--- config.mk ---
export PLATFORM = sky130hd
export DESIGN_NAME = mode_cmd_controller
export DESIGN_NICKNAME = d
export VERILOG_FILES = /design/src/rtl/mode_cmd_pkg.sv /design/src/rtl/btn_event.sv /design/src/rtl/mode_cmd_controller.sv
export SDC_FILE = /design/constraint.sdc
export NUM_CORES = 1
export LEC_CHECK = 0
export CAP_MARGIN = 40
export CORE_MARGIN = 3
export CORE_UTILIZATION = 40
export DETAILED_ROUTE_END_ITERATION = 10
export GPL_TIMING_DRIVEN = 0
export SLEW_MARGIN = 20
export SYNTH_ARGS = -nofsm -noshare
export SYNTH_HDL_FRONTEND = slang
export SYNTH_HIERARCHICAL = 1
export SYNTH_SLANG_ARGS = --single-unit
--- constraint.sdc ---
create_clock -name clk -period 4.1 [get_ports clk]
set_input_delay 1.025 -clock clk [delete_from_list [all_inputs] [get_ports clk]]
set_output_delay 1.025 -clock clk [all_outputs]
set_load 0.02 [all_outputs]
--- src/rtl/mode_cmd_pkg.sv ---
// ---------------------------------------------------------------------------
// mode_cmd_pkg
// Shared constants and helpers for the mode/command button controller.
//   MODE_IDLE          index of the idle/animation mode (no run/clear function)
//   DEFAULT_NUM_MODES  default number of modes (idle + minutes + stopwatch)
//   calc_mode_w()      width of the mode index, never less than one bit
// ---------------------------------------------------------------------------
package mode_cmd_pkg;

  localparam int MODE_IDLE         = 0;
  localparam int DEFAULT_NUM_MODES = 3;

  // $clog2(2) is 1 but $clog2(1) is 0; a mode index always needs a bit.
  function automatic int calc_mode_w(input int num_modes);
    int w;
    w = $clog2(num_modes);
    if (w < 1) begin
      return 1;
    end else begin
      return w;
    end
  endfunction

endpackage

--- src/rtl/btn_event.sv ---
// ---------------------------------------------------------------------------
// btn_event
// Conditions one raw push button: two-flop synchroniser, counter debounce,
// press (debounced rising edge) and long-press detection.
// Ports:
//   clk      in   system clock
//   reset    in   synchronous, active-high reset
//   btn_raw  in   asynchronous raw button level
//   level    out  debounced button level
//   press    out  one-cycle pulse when level rises
//   long     out  one-cycle pulse once level has been high LONG_CYC cycles;
//                 fires once per hold, re-armed when level drops
// ---------------------------------------------------------------------------
module btn_event #(
  parameter int DEB_CYC  = 1_000_000,
  parameter int LONG_CYC = 100_000_000
) (
  input  logic clk,
  input  logic reset,
  input  logic btn_raw,
  output logic level,
  output logic press,
  output logic long
);

  localparam int DEB_W  = $clog2(DEB_CYC + 1);
  localparam int HOLD_W = $clog2(LONG_CYC + 1);
  localparam logic [DEB_W-1:0]  DEB_LAST  = DEB_W'(DEB_CYC - 1);
  localparam logic [HOLD_W-1:0] HOLD_LAST = HOLD_W'(LONG_CYC - 1);
  localparam logic [HOLD_W-1:0] HOLD_MAX  = HOLD_W'(LONG_CYC);

  logic [1:0]        sync_r;
  logic              level_r;
  logic              press_r;
  logic              long_r;
  logic [DEB_W-1:0]  deb_cnt_r;
  logic [HOLD_W-1:0] hold_cnt_r;
  logic              synced_s;
  logic              flip_s;

  assign synced_s = sync_r[1];
  // The current cycle is the DEB_CYC-th consecutive one differing from level.
  assign flip_s   = (synced_s != level_r) && (deb_cnt_r == DEB_LAST);

  // Two-flop synchroniser for the asynchronous button input.
  always_ff @(posedge clk) begin
    if (reset) begin
      sync_r <= 2'b00;
    end else begin
      sync_r <= {sync_r[0], btn_raw};
    end
  end

  // Debounce counter; any agreeing sample restarts the stability window.
  always_ff @(posedge clk) begin
    if (reset) begin
      level_r   <= 1'b0;
      press_r   <= 1'b0;
      deb_cnt_r <= '0;
    end else begin
      press_r <= flip_s && synced_s;
      if (synced_s == level_r) begin
        deb_cnt_r <= '0;
      end else if (flip_s) begin
        level_r   <= synced_s;
        deb_cnt_r <= '0;
      end else begin
        deb_cnt_r <= deb_cnt_r + DEB_W'(1);
      end
    end
  end

  // Hold counter saturates at LONG_CYC so the long pulse cannot repeat.
  always_ff @(posedge clk) begin
    if (reset) begin
      hold_cnt_r <= '0;
      long_r     <= 1'b0;
    end else begin
      long_r <= level_r && (hold_cnt_r == HOLD_LAST);
      if (!level_r) begin
        hold_cnt_r <= '0;
      end else if (hold_cnt_r != HOLD_MAX) begin
        hold_cnt_r <= hold_cnt_r + HOLD_W'(1);
      end else begin
        hold_cnt_r <= hold_cnt_r;
      end
    end
  end

  assign level = level_r;
  assign press = press_r;
  assign long  = long_r;

endmodule

--- src/rtl/mode_cmd_controller.sv ---
// ---------------------------------------------------------------------------
// mode_cmd_controller
// Button front end for the counter/display datapath. Three debounced buttons
// select a wrapping mode, toggle a per-mode run flag and issue per-mode or
// global clear pulses. A stopped non-idle mode left alone for TIMEOUT_S
// seconds falls back to mode 0. The display word of the current mode is
// muxed onto seg_data.
// Ports:
//   clk        in   system clock
//   reset      in   synchronous, active-high reset
//   btn_mode   in   raw mode button
//   btn_run    in   raw run/stop button
//   btn_clr    in   raw clear button
//   disp_data  in   packed display words, mode m at [m*DATA_W +: DATA_W]
//   mode       out  current mode index
//   mode_led   out  one-hot of mode (one cycle behind mode)
//   seg_data   out  display word of mode (one cycle behind mode)
//   run_stop   out  per-mode run flag, bit 0 always 0
//   clear      out  per-mode one-cycle clear pulses, bit 0 always 0
//   anim_mode  out  high while in mode 0 (one cycle behind mode)
// ---------------------------------------------------------------------------
module mode_cmd_controller
  import mode_cmd_pkg::*;
#(
  parameter int NUM_MODES = DEFAULT_NUM_MODES,
  parameter int DATA_W    = 14,
  parameter int CLK_HZ    = 100_000_000,
  parameter int DEB_CYC   = 1_000_000,
  parameter int LONG_CYC  = 100_000_000,
  parameter int TIMEOUT_S = 30,
  parameter int MODE_W    = calc_mode_w(NUM_MODES)
) (
  input  logic                        clk,
  input  logic                        reset,
  input  logic                        btn_mode,
  input  logic                        btn_run,
  input  logic                        btn_clr,
  input  logic [NUM_MODES*DATA_W-1:0] disp_data,
  output logic [MODE_W-1:0]           mode,
  output logic [NUM_MODES-1:0]        mode_led,
  output logic [DATA_W-1:0]           seg_data,
  output logic [NUM_MODES-1:0]        run_stop,
  output logic [NUM_MODES-1:0]        clear,
  output logic                        anim_mode
);

  localparam int TICK_W = (CLK_HZ > 1) ? $clog2(CLK_HZ) : 1;
  localparam int IDLE_W = (TIMEOUT_S > 0) ? $clog2(TIMEOUT_S + 1) : 1;
  localparam logic [TICK_W-1:0]    TICK_LAST = TICK_W'(CLK_HZ - 1);
  localparam logic [IDLE_W-1:0]    IDLE_MAX  = IDLE_W'(TIMEOUT_S);
  localparam logic [MODE_W-1:0]    MODE_ZERO = MODE_W'(MODE_IDLE);
  localparam logic [MODE_W-1:0]    MODE_LAST = MODE_W'(NUM_MODES - 1);
  localparam logic [NUM_MODES-1:0] CLR_ALL   = {{(NUM_MODES-1){1'b1}}, 1'b0};

  // Button events
  logic [2:0] level_unused_s;  // debounced levels are not consumed here
  logic       mode_press_s;
  logic       mode_long_s;
  logic       run_press_s;
  logic       run_long_s;
  logic       clr_press_s;
  logic       clr_long_s;

  // State
  logic [MODE_W-1:0]    mode_r;
  logic [NUM_MODES-1:0] run_stop_r;
  logic [NUM_MODES-1:0] clear_r;
  logic [IDLE_W-1:0]    idle_sec_r;
  logic [TICK_W-1:0]    tick_cnt_r;
  logic [NUM_MODES-1:0] led_r;
  logic [DATA_W-1:0]    seg_r;
  logic                 anim_r;

  // Next-state and decode
  logic [MODE_W-1:0]    mode_next_s;
  logic [NUM_MODES-1:0] run_next_s;
  logic [NUM_MODES-1:0] clear_next_s;
  logic [IDLE_W-1:0]    idle_next_s;
  logic [NUM_MODES-1:0] cur_sel_s;
  logic [DATA_W-1:0]    seg_next_s;
  logic                 tick_s;
  logic                 any_evt_s;
  logic                 in_idle_s;
  logic                 cur_running_s;
  logic                 hold_idle_s;
  logic                 timeout_s;

  btn_event #(.DEB_CYC(DEB_CYC), .LONG_CYC(LONG_CYC)) u_btn_mode (
    .clk(clk), .reset(reset), .btn_raw(btn_mode),
    .level(level_unused_s[0]), .press(mode_press_s), .long(mode_long_s)
  );

  btn_event #(.DEB_CYC(DEB_CYC), .LONG_CYC(LONG_CYC)) u_btn_run (
    .clk(clk), .reset(reset), .btn_raw(btn_run),
    .level(level_unused_s[1]), .press(run_press_s), .long(run_long_s)
  );

  btn_event #(.DEB_CYC(DEB_CYC), .LONG_CYC(LONG_CYC)) u_btn_clr (
    .clk(clk), .reset(reset), .btn_raw(btn_clr),
    .level(level_unused_s[2]), .press(clr_press_s), .long(clr_long_s)
  );

  assign tick_s        = (tick_cnt_r == TICK_LAST);
  assign any_evt_s     = mode_press_s | mode_long_s | run_press_s |
                         run_long_s   | clr_press_s | clr_long_s;
  assign in_idle_s     = (mode_r == MODE_ZERO);
  assign cur_running_s = |(run_stop_r & cur_sel_s);
  // Activity, idle mode or a running counter all hold the idle timer at 0.
  assign hold_idle_s   = any_evt_s | in_idle_s | cur_running_s;
  assign timeout_s     = !hold_idle_s && (idle_sec_r == IDLE_MAX);

  // One-hot decode of the current mode; also drives the LED register.
  always_comb begin
    cur_sel_s = '0;
    for (int m = 0; m < NUM_MODES; m++) begin
      if (mode_r == MODE_W'(m)) begin
        cur_sel_s[m] = 1'b1;
      end else begin
        cur_sel_s[m] = 1'b0;
      end
    end
  end

  // Next-state logic; run and clear act on the mode before this update.
  always_comb begin
    mode_next_s  = mode_r;
    run_next_s   = run_stop_r;
    clear_next_s = '0;
    idle_next_s  = idle_sec_r;

    // Long press arrives after its own short press and forces mode 0.
    if (mode_long_s) begin
      mode_next_s = MODE_ZERO;
    end else if (mode_press_s) begin
      mode_next_s = (mode_r == MODE_LAST) ? MODE_ZERO : mode_r + MODE_W'(1);
    end else if (timeout_s) begin
      mode_next_s = MODE_ZERO;
    end else begin
      mode_next_s = mode_r;
    end

    if (clr_long_s) begin
      run_next_s = '0;
    end else if (run_press_s && !in_idle_s) begin
      run_next_s = run_stop_r ^ cur_sel_s;
    end else begin
      run_next_s = run_stop_r;
    end
    run_next_s[0] = 1'b0;

    if (clr_long_s) begin
      clear_next_s = CLR_ALL;
    end else if (clr_press_s && !in_idle_s) begin
      clear_next_s = cur_sel_s & CLR_ALL;
    end else begin
      clear_next_s = '0;
    end

    if (hold_idle_s || timeout_s) begin
      idle_next_s = '0;
    end else if (tick_s && (idle_sec_r != IDLE_MAX)) begin
      idle_next_s = idle_sec_r + IDLE_W'(1);
    end else begin
      idle_next_s = idle_sec_r;
    end
  end

  // Display word mux for the current mode.
  always_comb begin
    seg_next_s = '0;
    for (int m = 0; m < NUM_MODES; m++) begin
      if (cur_sel_s[m]) begin
        seg_next_s = disp_data[m*DATA_W +: DATA_W];
      end else begin
        seg_next_s = seg_next_s;
      end
    end
  end

  // Free-running one-second tick divider.
  always_ff @(posedge clk) begin
    if (reset) begin
      tick_cnt_r <= '0;
    end else if (tick_s) begin
      tick_cnt_r <= '0;
    end else begin
      tick_cnt_r <= tick_cnt_r + TICK_W'(1);
    end
  end

  // Mode, run flags, clear pulses and idle timer registers.
  always_ff @(posedge clk) begin
    if (reset) begin
      mode_r     <= MODE_ZERO;
      run_stop_r <= '0;
      clear_r    <= '0;
      idle_sec_r <= '0;
    end else begin
      mode_r     <= mode_next_s;
      run_stop_r <= run_next_s;
      clear_r    <= clear_next_s;
      idle_sec_r <= idle_next_s;
    end
  end

  // Display-side outputs, registered one cycle behind mode.
  always_ff @(posedge clk) begin
    if (reset) begin
      led_r  <= NUM_MODES'(1);
      seg_r  <= '0;
      anim_r <= 1'b1;
    end else begin
      led_r  <= cur_sel_s;
      seg_r  <= seg_next_s;
      anim_r <= in_idle_s;
    end
  end

  assign mode      = mode_r;
  assign mode_led  = led_r;
  assign seg_data  = seg_r;
  assign run_stop  = run_stop_r;
  assign clear     = clear_r;
  assign anim_mode = anim_r;

endmodule

==> flow_summary_export.csv <==
group,metric,value,unit
outcome,outcome,"finished, final reports clean",
synthesis,ys_warn_count,6,
worst_setup_path,path_cells,"clkbuf_1 > nor2b_1 > clkbuf_1 > clkbuf_1 > ha_1 > nor4_1 > nand3b_1 > or3b_2 > a21oi_1",
worst_setup_path,critPathMaxFanout,10,
synthesis,synth.top_cells.by_area,"dfxtp_1 43%, nor2_1 6.3%, xor2_1 4.7%, xnor2_1 4.7%, nand3_1 4.0%",
place,port_buffers,70,
timing,skew,7.23,ps
global_route,overflow,0,
timing,clock.fmax,320,MHz
worst_setup_path,crit_start,"mode[0]$_SDFFE_PP0P_",
worst_setup_path,start_kind,"flip-flop",
power,ir_drop,0.261,mV
timing,finalSetupViolCount,0,
place,place.gp.congestion,0.817,
worst_setup_path,endpoint_kind,"flip-flop",
cts,root_buffer,"clkbuf_16",
synthesis,syn_inst,1127,
job,cap_viol_max_count,0,
cells_and_area,multi_input_area,0.00529,mm²
power,finalPower,4.38,mW
floorplan,fp.dieH,162,µm
floorplan,initial_utilization,41.2,%
timing,hold_violations,0,
cells_and_area,layout-drive-gt1-share,5.55,%
detailed_routing,drt-initial-drc-count,436,
timing,maxSlewViolCount,0,
min_path,min_path_cells,1,
cts,clockBufferDepth,3,
cells_and_area,nNetsFinal,1286,
detailed_routing,wl_met3,1140,µm
min_path,hold_class,"reg2reg",
cells_and_area,syn_to_final_growth,19.7,%
power,p_leak,3.62,nW
worst_setup_path,path_depth,9,
worst_setup_path,path_class,"reg2reg",
timing,period_share,76.3,%
global_route,grt_antenna_before_repair,0,
global_route,grt_pass1_vias,7688,
detailed_routing,drc,0,
worst_setup_path,worstReg2RegStart,"mode[0]$_SDFFE_PP0P_",
worst_setup_path,arrival,3570,ps
global_route,grt_usage,16.4,%
synthesis,synth.top_cell.area_share,43.2,%
detailed_routing,ant_nets,0,
timing,tightestPinTransition,809,ps
cells_and_area,final_util,49.3,%
worst_setup_path,slowest_stage,"clkbuf_1",
timing,max_slew_margin,46.1,%
floorplan,dieArea,0.0264,mm²
worst_setup_path,rrSetupSlack,970,ps
detailed_routing,firstDrtPassIters,5,
cts,cts_tree,"yes",
power,power_density,374,mW/mm²
global_route,grt_max_degree,28,
synthesis,ys_ff_latch,211,
detailed_routing,routed_via_density,5.26,
synthesis,synth_largest_area_cell,"dfxtp_1",
detailed_routing,vias,8220,
synthesis,synth_flop_cell,"dfxtp_1",
worst_setup_path,crit_required,4540,ps
worst_setup_path,cp_common_cell,"clkbuf_1",
detailed_routing,maxUsedRoutingLayer,"met4",
floorplan,fp-row-count,56,
timing,min_period,3130,ps
place,dp_hpwl,15200,µm
detailed_routing,wl_per_cell,13.7,µm
min_path,worstHoldStart,"u_btn_mode/sync_r[0]$_SDFF_PP0_",
floorplan,io-pin-count,73,
cts,postCtsResizedCells,0,
cts,numCtsBuffers,25,
detailed_routing,wl,21500,µm
cells_and_area,nFillCells,2262,
cts,clk_latency,510,ps
cts,cts_setup_buffers,0,
worst_setup_path,slowest_delay,610,ps
synthesis,avgSynthCellArea,8.68,µm²
synthesis,async_reset_ff_share,0,%
floorplan,core-area,0.0238,mm²
synthesis,ys_types,48,
cts,cts.clk_slew.worst_paths,60,ps
cts,cts_max_level,1,
synthesis,synth_common_cells,"211 x dfxtp_1, 165 x nor2_1, 79 x nand3_1",
cells_and_area,register_area,0.00422,mm²
detailed_routing,wl_met1,10700,µm
synthesis,netlist_area,0.00978,mm²
synthesis,synthMostInstantiatedCell,"dfxtp_1",
timing,fin_setup_tns,0,ps
global_route,grt_pass1_wl,37100,µm
detailed_routing,met2_length,9200,µm
worst_setup_path,worst-path-buf-inv,3,
worst_setup_path,reg2regPathDepth,9,
cells_and_area,antenna_cells,0,
floorplan,die_x,162,µm
cts,cts.sink_count,211,
worst_setup_path,cp_top_family,"buffers and inverters",
synthesis,yosysSeqAreaShare,43.2,%
cts,cts_hold_buf,0,
timing,rsz0062_at_grt,"false",
synthesis,synth_edf_count,0,
==> through the flow <==
step | area, µm² | cells | hold WS (ps) | worst slack (ps)
finish | 11700 | 1562 | 441 | 972
global route | 11700 | 1562 | 456 | 786
CTS | 11700 | 1562 | 449 | 927
detailed placement | 10900 | 1517 | 436 | 977
global placement | 10900 | 1517 | 417 | 633
floorplan | 9780 | 1128 | 414 | 1680
==> flip-flops by register name, indices dropped and copies added, names as in the netlist, 14 cells and up <==
signal                 flops
u_btn_run/deb_cnt_r       20
u_btn_mode/hold_cnt_r     27
tick_cnt_r                27
u_btn_run/hold_cnt_r      27
seg_data                  14
u_btn_clr/hold_cnt_r      27
u_btn_mode/deb_cnt_r      20
u_btn_clr/deb_cnt_r       20
==> worst reg2reg max path, cell delays in order, from the launching register on <==
cell	delay, ps
dfxtp_1	380
clkbuf_1	610
nor2b_1	100
clkbuf_1	350
clkbuf_1	350
ha_1	270
nor4_1	220
nand3b_1	130
or3b_2	530
a21oi_1	130
==> final timing paths <==
check | endpoint
max | idle_sec_r[3]$_SDFFE_PP0P_
min | u_btn_mode/sync_r[1]$_SDFF_PP0_
max reg2reg | idle_sec_r[3]$_SDFFE_PP0P_
min reg2reg | u_btn_mode/sync_r[1]$_SDFF_PP0_
==> power breakdown <==
part           total [mW]  internal [mW]  switching (mW)  leakage (nW)
sequential           2.07           2.06         0.00660          1.70
clock                2.19           1.35           0.841         0.418
combinational       0.117         0.0658          0.0511          1.49
==> cells in the final DEF (no fill, tap or decap), drive strengths merged, types with 2 or more instances in the layout <==
cell type / n
xnor2: 52
clkbuf: 62
nor4b: 6
nor2b: 16
inv: 29
and4b: 3
clkdlybuf4s50: 69
nor3: 27
conb: 2
nor4: 24
nor2: 165
mux2i: 23
buf: 11
a211oi: 3
and2: 7
xor2: 53
a21oi: 69
nand2: 49
bufinv: 2
or2: 2
and4: 29
clkinv: 9
nor4bb: 6
ha: 14
or4: 33
o221a: 2
o31ai: 21
and3: 13
o41ai: 3
nand3: 83
o21a: 6
o21ai: 33
nand4: 60
or3: 20
a211o: 3
o311ai: 3
nand2b: 12
o211a: 3
dfxtp: 211
==> final cells by class <==
type                       count  area share [%]
multi-input combinational    850            45.2
tap                          319            3.41
timing repair buffer          70            5.94
clock buffer                  34            6.15
inverter                      29           0.930
buffer                        38            1.39
sequential                   211            36.1
clock inverter                11           0.930
==> cells by family after synthesis <==
kind of cell | Yosys count | share of synthesized area [%]
AOI/OAI and AO/OA | 147 | 8.96
xor gates and xnor gates | 105 | 9.41
adders and majority gates | 14 | 1.79
buffers and inverters | 67 | 2.78
DFF | 211 | 43.2
muxes | 23 | 2.35
other | 1 | 0.0384
and+or+nand+nor | 559 | 31.5
==> layer usage <==
| layer | global-route usage, % | vias up |
|---|---|---|
| met3 | 2.75 | 33 |
| met2 | 25.8 | 142 |
| met5 | 0 | - |
| li1 | - | 4269 |
| met1 | 23.2 | 3776 |
| met4 | 4.58 | 0 |
No activity file was read; power rests on OpenSTA's default activity.
